<file path="src/rtl/lfsr_period_monitor_pkg.sv">
// Shared types for the LFSR period monitor: FSM state encoding and the default
// LFSR width used by both the generator and this checker.
package lfsr_period_monitor_pkg;

    localparam int LFSR_WIDTH = 64;

    typedef enum logic [1:0] {
        IDLE    = 2'd0,
        CAPTURE = 2'd1,
        RUN     = 2'd2,
        DONE    = 2'd3
    } mon_state_t;

endpackage

</file>
<file path="src/rtl/lfsr_period_monitor_if.sv">
// Sample stream in, measurement results out. The master side drives the LFSR
// samples and start pulses; the slave side is the monitor.
interface lfsr_period_monitor_if #(
    parameter int WIDTH = 64,
    parameter int CNT_W = 64
);
    logic             start;
    logic             in_valid;
    logic [WIDTH-1:0] lfsr_q;
    logic             busy;
    logic             done;
    logic             repeated;
    logic             maximal;
    logic             lockout;
    logic             timeout;
    logic [CNT_W-1:0] period;

    modport master (
        output start, in_valid, lfsr_q,
        input  busy, done, repeated, maximal, lockout, timeout, period
    );

    modport slave (
        input  start, in_valid, lfsr_q,
        output busy, done, repeated, maximal, lockout, timeout, period
    );
endinterface

</file>
<file path="src/rtl/lfsr_mon_counter.sv">
// Sample counter for the period monitor. term_o flags that the next increment
// reaches MAX_ITER, so the FSM can decide on the same sample that hits the limit.
module lfsr_mon_counter #(
    parameter int               CNT_W    = 64,
    parameter logic [CNT_W-1:0] MAX_ITER = CNT_W'(2**20)
) (
    input  logic             clk,
    input  logic             reset,
    input  logic             clr_i,
    input  logic             en_i,
    output logic [CNT_W-1:0] cnt_o,
    output logic [CNT_W-1:0] cnt_inc_o,
    output logic             term_o
);

    logic [CNT_W-1:0] cnt_q;
    logic [CNT_W-1:0] cnt_d;

    assign cnt_inc_o = cnt_q + CNT_W'(1);
    assign term_o    = (cnt_inc_o == MAX_ITER);
    assign cnt_o     = cnt_q;

    always_comb begin
        cnt_d = cnt_q;
        if (clr_i) begin
            cnt_d = '0;
        end else if (en_i) begin
            cnt_d = cnt_inc_o;
        end
    end

    always_ff @(posedge clk) begin
        if (reset) begin
            cnt_q <= '0;
        end else begin
            cnt_q <= cnt_d;
        end
    end

endmodule

</file>
<file path="src/rtl/lfsr_period_monitor.sv">
// Measures the recurrence period of an LFSR state stream: captures a reference
// sample, counts accepted samples, and ends on lockout, repeat or timeout.
module lfsr_period_monitor
    import lfsr_period_monitor_pkg::*;
#(
    parameter int               WIDTH      = LFSR_WIDTH,
    parameter int               CNT_W      = 64,
    parameter logic [WIDTH-1:0] LOCK_VAL   = '0,
    parameter logic [CNT_W-1:0] EXP_PERIOD = CNT_W'({WIDTH{1'b1}}),
    parameter logic [CNT_W-1:0] MAX_ITER   = CNT_W'(2**20)
) (
    input logic                  clk,
    input logic                  reset,
    lfsr_period_monitor_if.slave mon
);

    mon_state_t       state_q, state_d;
    logic [WIDTH-1:0] ref_q, ref_d;
    logic             repeated_q, repeated_d;
    logic             maximal_q, maximal_d;
    logic             lockout_q, lockout_d;
    logic             timeout_q, timeout_d;
    logic             busy_q, done_q;
    logic             cnt_clr, cnt_en, cnt_term;
    logic [CNT_W-1:0] cnt, cnt_inc;

    lfsr_mon_counter #(
        .CNT_W    (CNT_W),
        .MAX_ITER (MAX_ITER)
    ) u_counter (
        .clk       (clk),
        .reset     (reset),
        .clr_i     (cnt_clr),
        .en_i      (cnt_en),
        .cnt_o     (cnt),
        .cnt_inc_o (cnt_inc),
        .term_o    (cnt_term)
    );

    always_comb begin
        state_d    = state_q;
        ref_d      = ref_q;
        repeated_d = repeated_q;
        maximal_d  = maximal_q;
        lockout_d  = lockout_q;
        timeout_d  = timeout_q;
        cnt_clr    = 1'b0;
        cnt_en     = 1'b0;
        unique case (state_q)
            IDLE: begin
                if (mon.start) begin
                    cnt_clr = 1'b1;
                    state_d = CAPTURE;
                end
            end
            CAPTURE: begin
                if (mon.in_valid) begin
                    ref_d   = mon.lfsr_q;
                    cnt_clr = 1'b1;
                    if (mon.lfsr_q == LOCK_VAL) begin
                        lockout_d = 1'b1;
                        state_d   = DONE;
                    end else begin
                        state_d = RUN;
                    end
                end
            end
            RUN: begin
                if (mon.in_valid) begin
                    cnt_en = 1'b1;
                    // Lockout outranks repeat, which outranks timeout: one flag only.
                    if (mon.lfsr_q == LOCK_VAL) begin
                        lockout_d = 1'b1;
                        state_d   = DONE;
                    end else if (mon.lfsr_q == ref_q) begin
                        repeated_d = 1'b1;
                        maximal_d  = (cnt_inc == EXP_PERIOD);
                        state_d    = DONE;
                    end else if (cnt_term) begin
                        timeout_d = 1'b1;
                        state_d   = DONE;
                    end
                end
            end
            DONE: begin
                if (mon.start) begin
                    repeated_d = 1'b0;
                    maximal_d  = 1'b0;
                    lockout_d  = 1'b0;
                    timeout_d  = 1'b0;
                    cnt_clr    = 1'b1;
                    state_d    = CAPTURE;
                end
            end
            default: state_d = IDLE;
        endcase
    end

    always_ff @(posedge clk) begin
        if (reset) begin
            state_q    <= IDLE;
            ref_q      <= '0;
            repeated_q <= 1'b0;
            maximal_q  <= 1'b0;
            lockout_q  <= 1'b0;
            timeout_q  <= 1'b0;
            busy_q     <= 1'b0;
            done_q     <= 1'b0;
        end else begin
            state_q    <= state_d;
            ref_q      <= ref_d;
            repeated_q <= repeated_d;
            maximal_q  <= maximal_d;
            lockout_q  <= lockout_d;
            timeout_q  <= timeout_d;
            busy_q     <= (state_d == CAPTURE) || (state_d == RUN);
            done_q     <= (state_d == DONE);
        end
    end

    assign mon.busy     = busy_q;
    assign mon.done     = done_q;
    assign mon.repeated = repeated_q;
    assign mon.maximal  = maximal_q;
    assign mon.lockout  = lockout_q;
    assign mon.timeout  = timeout_q;
    assign mon.period   = cnt;

endmodule

</file>
<file path="src/flat_wrapper.sv">
// flat-port wrapper written by rule: the top's interface ports become plain ports
module lfsr_period_monitor_flat import lfsr_period_monitor_pkg::*;
#(
    parameter int               WIDTH      = LFSR_WIDTH,
    parameter int               CNT_W      = 64,
    parameter logic [WIDTH-1:0] LOCK_VAL   = '0,
    parameter logic [CNT_W-1:0] EXP_PERIOD = CNT_W'({WIDTH{1'b1}}),
    parameter logic [CNT_W-1:0] MAX_ITER   = CNT_W'(2**20)
)
  (clk, reset, mon_start, mon_in_valid, mon_lfsr_q, mon_busy, mon_done, mon_repeated, mon_maximal, mon_lockout, mon_timeout, mon_period);
  lfsr_period_monitor_if #(.WIDTH(WIDTH), .CNT_W(CNT_W)) mon_i ();
  input logic clk;
  input logic reset;
  input wire logic [$bits(mon_i.start)-1:0] mon_start;
  input wire logic [$bits(mon_i.in_valid)-1:0] mon_in_valid;
  input wire logic [$bits(mon_i.lfsr_q)-1:0] mon_lfsr_q;
  output wire logic [$bits(mon_i.busy)-1:0] mon_busy;
  output wire logic [$bits(mon_i.done)-1:0] mon_done;
  output wire logic [$bits(mon_i.repeated)-1:0] mon_repeated;
  output wire logic [$bits(mon_i.maximal)-1:0] mon_maximal;
  output wire logic [$bits(mon_i.lockout)-1:0] mon_lockout;
  output wire logic [$bits(mon_i.timeout)-1:0] mon_timeout;
  output wire logic [$bits(mon_i.period)-1:0] mon_period;
  assign mon_i.start = mon_start;
  assign mon_i.in_valid = mon_in_valid;
  assign mon_i.lfsr_q = mon_lfsr_q;
  assign mon_busy = mon_i.busy;
  assign mon_done = mon_i.done;
  assign mon_repeated = mon_i.repeated;
  assign mon_maximal = mon_i.maximal;
  assign mon_lockout = mon_i.lockout;
  assign mon_timeout = mon_i.timeout;
  assign mon_period = mon_i.period;
  lfsr_period_monitor #(.WIDTH(WIDTH), .CNT_W(CNT_W), .LOCK_VAL(LOCK_VAL), .EXP_PERIOD(EXP_PERIOD), .MAX_ITER(MAX_ITER)) u_core (.clk(clk), .reset(reset), .mon(mon_i));
endmodule
</file>
<file path="config.mk">
export PLATFORM = sky130hd
export DESIGN_NAME = lfsr_period_monitor_flat
export DESIGN_NICKNAME = d
export VERILOG_FILES = /design/src/rtl/lfsr_period_monitor_pkg.sv /design/src/rtl/lfsr_period_monitor_if.sv /design/src/rtl/lfsr_mon_counter.sv /design/src/rtl/lfsr_period_monitor.sv /design/src/flat_wrapper.sv
export SDC_FILE = /design/constraint.sdc
export NUM_CORES = 1
export LEC_CHECK = 0
export ABC_AREA = 1
export BUFFER_PORTS_ARGS = -buffer_cell sky130_fd_sc_hd__buf_2
export CORE_MARGIN = 3
export CORE_UTILIZATION = 46
export DETAILED_ROUTE_END_ITERATION = 12
export GPL_TIMING_DRIVEN = 1
export PLACE_DENSITY = 0.63
export SYNTH_ARGS = -nofsm -noshare
export SYNTH_HDL_FRONTEND = slang
export SYNTH_SLANG_ARGS = --single-unit
</file>
<file path="constraint.sdc">
create_clock -name clk -period 3.55 [get_ports clk]
set_input_delay 0.71 -clock clk [delete_from_list [all_inputs] [get_ports clk]]
set_output_delay 0.71 -clock clk [all_outputs]
set_load 0.02 [all_outputs]
</file>
== Word level (Yosys, flattened, before mapping) ==
Index checks and enable logic that the tools add are counted.

* Bits in registers: 136
* Input port bits: 68
* Output and inout port bits: 70
* Logic and storage cells: 68

* Muxes and demuxes: 29
* Add/sub/neg operators: 1
* Eq/ne operators: 17
* Reductions and logical operators: 12

{| class="wikitable"
|+ Operators by type and width
! kind !! number
|-
| 64-bit by 1-bit adder with 64-bit output, second input constant || 1
|-
| 64-bit by 21-bit == test with 1-bit output, second input constant || 1
|-
| 64-bit == test || 1
|-
| 64-bit == test, second input constant || 1
|-
| 64-bit logical NOT || 1
|-
| 1-bit two-way mux || 17
|-
| 2-bit two-way mux || 6
|-
| 1-bit case mux with 2 select lines || 5
|-
| 2-bit == test, second input constant || 4
|-
| 2-bit by 1-bit != test with 1-bit output, second input constant || 4
|-
| 2-bit != test, second input constant || 4
|-
| 2-bit case mux with 3 select lines || 1
|-
| 6-bit AND reduction || 1
|-
| 2-bit OR reduction || 3
|-
| 5-bit AND reduction || 1
|-
| 2-bit by 1-bit == test with 1-bit output, second input constant || 2
|-
| 4-bit AND reduction || 1
|-
| 2-bit nonzero test || 2
|-
| 2-bit logical NOT || 1
|-
| 2-bit AND reduction || 1
|-
| 1-bit logical OR || 1
|}

== Longest topological paths before layout ==
* Depth in word-level cells: 9
* Mapped depth: 23
* Gate-level depth less buffers: 23

== By module ==
A second synthesis with hierarchy kept.

* Cells, all modules: 1,550
* Area total of the unflattened synthesis: 9,009.9 um^2

{| class="wikitable"
|+ Modules (own cells, without submodules)
! module !! seq. area each (um^2) !! area each (um^2) !! cells each !! instances
|-
| lfsr_mon_counter || 1,281.2 || 4,795.8 || 839 || 1
|-
| lfsr_period_monitor || 1,441.4 || 4,214.0 || 711 || 1
|}

== Worst setup path before layout ==
No wires, ideal clock.

* Kind: register to register
* Start point: register u_core.u_counter.cnt_q[1] (netlist: u_core.u_counter.cnt_o[1])
* End point: register u_core.busy_q (netlist: u_core.mon.busy)
* Clock period less this slack: 2.671 ns
* Slack: 0.879 ns
* Setup time: 0.116 ns
* Stages on the path, launching flop included: 22
* Data required time: 3.434 ns
* Arrival: 2.555 ns
* Buffers on the path: 0
* Cells stage by stage: dfxtp_1 -> ha_1 -> nand2_2 -> nor2_8 -> nand2_4 -> nor2_8 -> nand2_2 -> nor2_1 -> xor2_1 -> nand2_1 -> nor2_1 -> nand2_1 -> nor2_2 -> nand2_1 -> nand2_1 -> nand2_1 -> nand2_1 -> nand2_1 -> inv_1 -> ha_1 -> inv_1 -> nor2_1

* Word-level cells in the longest chain between the ends: 9
* Elaborated cells between the ends (all ways): 10
* Classes of those cells: add/sub (1); eq/ne (3); mux (5); reduce/logical (1)

{| class="wikitable"
|+ Ends and longest elaborated chain
! element !! RTL line !! text
|-
| from (decl) || lfsr_mon_counter.sv:16 || <nowiki>logic [CNT_W-1:0] cnt_q;</nowiki>
|-
| from (signal assigned) || lfsr_mon_counter.sv:36 || <nowiki>cnt_q <= cnt_d;</nowiki>
|-
| 64-bit by 1-bit adder with 64-bit output (*) || lfsr_mon_counter.sv:19 || <nowiki>assign cnt_inc_o = cnt_q + CNT_W'(1);</nowiki>
|-
| 64-bit by 21-bit == test with 1-bit output (*) || lfsr_mon_counter.sv:20 || <nowiki>assign term_o = (cnt_inc_o == MAX_ITER);</nowiki>
|-
| 2-bit two-way mux (*) || lfsr_period_monitor.sv:79 || <nowiki>end else if (cnt_term) begin</nowiki>
|-
| 2-bit two-way mux (*) || lfsr_period_monitor.sv:75 || <nowiki>end else if (mon.lfsr_q == ref_q) begin</nowiki>
|-
| 2-bit two-way mux (*) || lfsr_period_monitor.sv:72 || <nowiki>if (mon.lfsr_q == LOCK_VAL) begin</nowiki>
|-
| 2-bit two-way mux (*) || lfsr_period_monitor.sv:69 || <nowiki>if (mon.in_valid) begin</nowiki>
|-
| 2-bit case mux with 3 select lines (*) || lfsr_period_monitor.sv:49 || <nowiki>unique case (state_q)</nowiki>
|-
| net u_core.state_d[0] || lfsr_period_monitor.sv:17 || <nowiki>mon_state_t state_q, state_d;</nowiki>
|-
| 2-bit by 1-bit == test with 1-bit output / 2-bit == test (equally long branches) || lfsr_period_monitor.sv:116 || <nowiki>busy_q <= (state_d == CAPTURE) || (state_d == RUN);</nowiki>
|-
| 1-bit logical OR (*) || lfsr_period_monitor.sv:116 ||
|-
| to (signal assigned) || lfsr_period_monitor.sv:116 ||
|-
| to (decl) || lfsr_period_monitor.sv:23 || <nowiki>logic busy_q, done_q;</nowiki>
|}

Mark *: on every way through the listed nets, which the timed path passes. The rest lies on a longest branch.
A chain may end at the register's enable or synchronous reset.

== Final worst setup path ==
Ends and elaborated chain as after synthesis.

==> impl_metrics.csv <==
group,metric,value,unit
setup_path,path_buf_inv,2,
cts,clk_path_buf_depth,2,
hold_path,min_path_type,"flop to flop",
yosys,yosysWarnings,0,
setup_path,startpoint_type,"flop",
drt,vias,9297,
cts,insertion_delay,0.42,ns
global_route,grt_max_degree,76,
global_route,track_usage,28.79,%
layout,drive_above_1_share,14.54,%
setup_path,crit_family,"simple AND/OR/NAND/NOR gates",
setup_path,worstSetupPathType,"flop to flop",
timing,fin_crit_sh,90.51,%
timing,clock.fmax,311.2,MHz
setup_path,worstPathRequired,3.85,ns
floorplan,start_util,47.40,%
drt,first_pass_iters,8,
flow_run,maxCapViolations,0,
yosys,synth_cell_types,34,
timing,tightest_slew,0.6669,ns
placement,portBuffers,137,
setup_path,worstPathArrival,3.52,ns
drt,drc,0,
global_route,grt-ovfl-total,0,
timing,rsz0062_at_grt,"no",
setup_path,critical_path.max_fanout,6,
drt,drt_iter0_markers,895,
power_and_ir_drop,ir_worst_vdd,0.0003756,V
cts,post_cts_resized,0,
floorplan,io_pins,138,
setup_path,cp-end-kind,"flop",
placement,routabilityCongestion,1.059,
global_route,grt_pass1_wl,46.26,mm
setup_path,cpPeakStageDelay,0.44,ns
drt,ant_nets,0,
global_route,antenna_found_initial,0,
layout,fin_cells,1763,
setup_path,cpMostUsedCell,"nand2_1",
cts,cts_sinks,136,
timing,drv_slew,0,
layout,multiInputGateArea,5101,sq um
yosys,yosys_register_bits,136,
floorplan,rows,49,
yosys,syn_nets,1469,
timing,fin_crit,3.213,ns
floorplan,die_w,143.0,microns
power_and_ir_drop,p_per_area,503.7,nW/um^2
layout,area_delta_synth_final,17.41,%
yosys,ys_seq_area_share,31.55,%
cts,cts_setup_buffers,0,
floorplan,die_area,20440,sq um
placement,dp_cells,1731,
drt,vias_per_cell,5.273,
yosys,synth_fa_ha_area_share,1.015,%
global_route,grt_pass1_vias,8719,
yosys,synth.area.mux_share,0,%
cts,numCtsBuffers,17,
power_and_ir_drop,leakagePower,4.705,nW
cts,ctsHoldBuffers,0,
yosys,synth_cells,1394,
timing,setup_viol,0,
cts,clk_pin_slew,0.07,ns
layout,ff_latch_area,2723,sq um
floorplan,die_h,143.0,microns
placement,dp_hpwl,22.31,mm
timing,relSlewSlack,55.54,%
yosys,synth_xor_area_share,7.886,%
cts,htree_num_levels,4,
floorplan,core_area,18210,sq um
timing,fin_skew,0.008718,ns
layout,finalNetCount,1596,
setup_path,cp_slowest_cell,"dfxtp_1",
timing,fin_tns_setup,0,ns
drt,drt-total-wl,29.18,mm
layout,n_fill_cell,1863,
timing,finalHoldViolCount,0,
yosys,synthSimpleGateAreaFrac,37.17,%
cts,root_buffer,"clkbuf_16",
yosys,synth_area,8631,sq um
layout,antenna_cells,0,
drt,wl_per_cell,16.55,microns
outcome,status,"finished clean",
cts,cts_tree,"done",
setup_path,path_cells,"ha_1 > nand2_2 > nor2_8 > nand2_4 > nor2_2 > nand2_1 > o21ai_1 > nand2_1 > nor2_1 > nand2_1 > nor2_1 > nand2_1 > nor2_2 > nand2_1 > nand2_1 > nand2_1 > nand2_1 > nand2_1 > inv_1 > ha_1 > inv_1 > nor2_1",
yosys,synth_compound_area_share,12.97,%
yosys,synth_top_family_by_area,"simple AND/OR/NAND/NOR gates",
yosys,syn_area_per_cell,6.191,sq um
==> registers in the layout (all words and copies together) (netlist names) <==
signal and count:
u_core.ref_q 64, u_core.mon.timeout 1, u_core.mon.done 1, u_core.mon.maximal 1, u_core.mon.busy 1, u_core.mon.repeated 1
u_core.u_counter.cnt_o 64, u_core.mon.lockout 1, u_core.state_q 2
==> metrics by stage <==
step	power, mW	util [%]	setup slack [ns]	hold WS, ns	area (sq um)
final	5.105	55.65	0.3368	0.4563	10130
after CTS	5.127	55.65	0.3620	0.4598	10130
after floorplan	2.905	-	0.8787	0.4415	8631
after global placement	3.320	52.44	0.3746	0.4459	9548
after global routing	5.424	55.65	0.08168	0.4862	10130
after detailed placement	3.334	52.44	0.3957	0.4490	9548
==> worst reg2reg max path: cells and delay by family, from the launching register on <==
family | cells | cell delay (ns)
AND/OR/NAND/NOR | 17 | 1.94
adder cells (fa/ha/maj) | 2 | 0.46
buffers and inverters | 2 | 0.11
AO/OA/AOI/OAI | 1 | 0.15
flip-flops | 1 | 0.44
==> synth_stat cells <==
cell type | number | share of area, %
clkbuf_1 | 34 | 1.5
inv_1 | 171 | 7.4
o21ai_0 | 126 | 7.3
nor2_4 | 6 | 0.78
nand2_1 | 300 | 13
a22oi_1 | 1 | 0.087
nand2_4 | 3 | 0.39
nand3b_1 | 2 | 0.17
nand4_1 | 35 | 2.5
a31oi_1 | 1 | 0.073
dfxtp_1 | 136 | 32
nor4_1 | 16 | 1.2
buf_2 | 1 | 0.058
a21boi_0 | 1 | 0.087
nor2_2 | 7 | 0.51
nor2_1 | 294 | 13
o211ai_1 | 10 | 0.87
nor3_1 | 12 | 0.70
buf_1 | 5 | 0.22
nand3_1 | 42 | 2.4
nand2_2 | 9 | 0.65
buf_6 | 1 | 0.13
a21oi_1 | 70 | 4.1
xor2_1 | 50 | 5.1
o21ai_1 | 7 | 0.41
nor3b_1 | 4 | 0.35
and3_1 | 1 | 0.073
ha_1 | 7 | 1.0
nor2_8 | 4 | 0.93
a211oi_1 | 1 | 0.087
xor2_2 | 2 | 0.38
clkinv_1 | 2 | 0.087
or2_2 | 9 | 0.65
xnor2_1 | 24 | 2.4
==> layer usage <==
metal	GRT usage, %	part of all wire, %
met1	37.00	42
met2	46.98	46
met3	6.798	8.3
met4	10.96	4.1
met5	0	0
==> cell families after synthesis <==
kind of cell             Yosys count
AND/OR/NAND/NOR                  744
adder cells (fa/ha/maj)            7
XOR/XNOR                          76
buffers and inverters            214
flip-flops                       136
AO/OA/AOI/OAI                    217
==> area by class of cell <==
type,count,area share (%)
clock buffers,17,4.198
flip-flops and latches,136,26.87
repair buffers,149,7.779
clock inverters,15,1.580
inverters,173,6.408
multi-input cells,1044,50.34
well taps,229,2.828
==> power by group <==
| group | switching (mW) | internal, mW |
|---|---|---|
| registers | 0.205 | 1.76 |
| logic | 0.878 | 0.474 |
| clock network | 0.792 | 0.995 |
| total | 1.88 | 3.23 |
==> path summary, 6_finish.rpt <==
check                                               start            endpoint  slack (ns)  cells after the start
worst max-delay path            u_core.u_counter.cnt_o[1]     u_core.mon.busy        0.34                     22
worst min-delay path                   u_core.mon.lockout  u_core.mon.lockout        0.46                      2
worst max register to register  u_core.u_counter.cnt_o[1]     u_core.mon.busy        0.34                     22
worst min register to register         u_core.mon.lockout  u_core.mon.lockout        0.46                      2
==> cells in the final DEF, fill, tap and decap left out, types with 3 or more instances in the layout <==
master,synthesis,layout
nand2_1,300,298
nor2_1,294,294
inv_1,171,171
buf_2,1,137
dfxtp_1,136,136
o21ai_0,126,126
a21oi_1,70,70
xor2_1,50,50
nand3_1,42,42
nand4_1,35,35
xnor2_1,24,24
clkbuf_16,0,17
nor4_1,16,16
nor3_1,12,12
nand2_2,9,11
buf_4,0,11
o211ai_1,10,10
or2_2,9,9
nor2_2,7,7
o21ai_1,7,7
ha_1,7,7
nor2_4,6,6
inv_6,0,6
nor2_8,4,4
nor3b_1,4,4
nand2_4,3,3
clkinv_4,0,3
(Power assumes the default switching activity.)
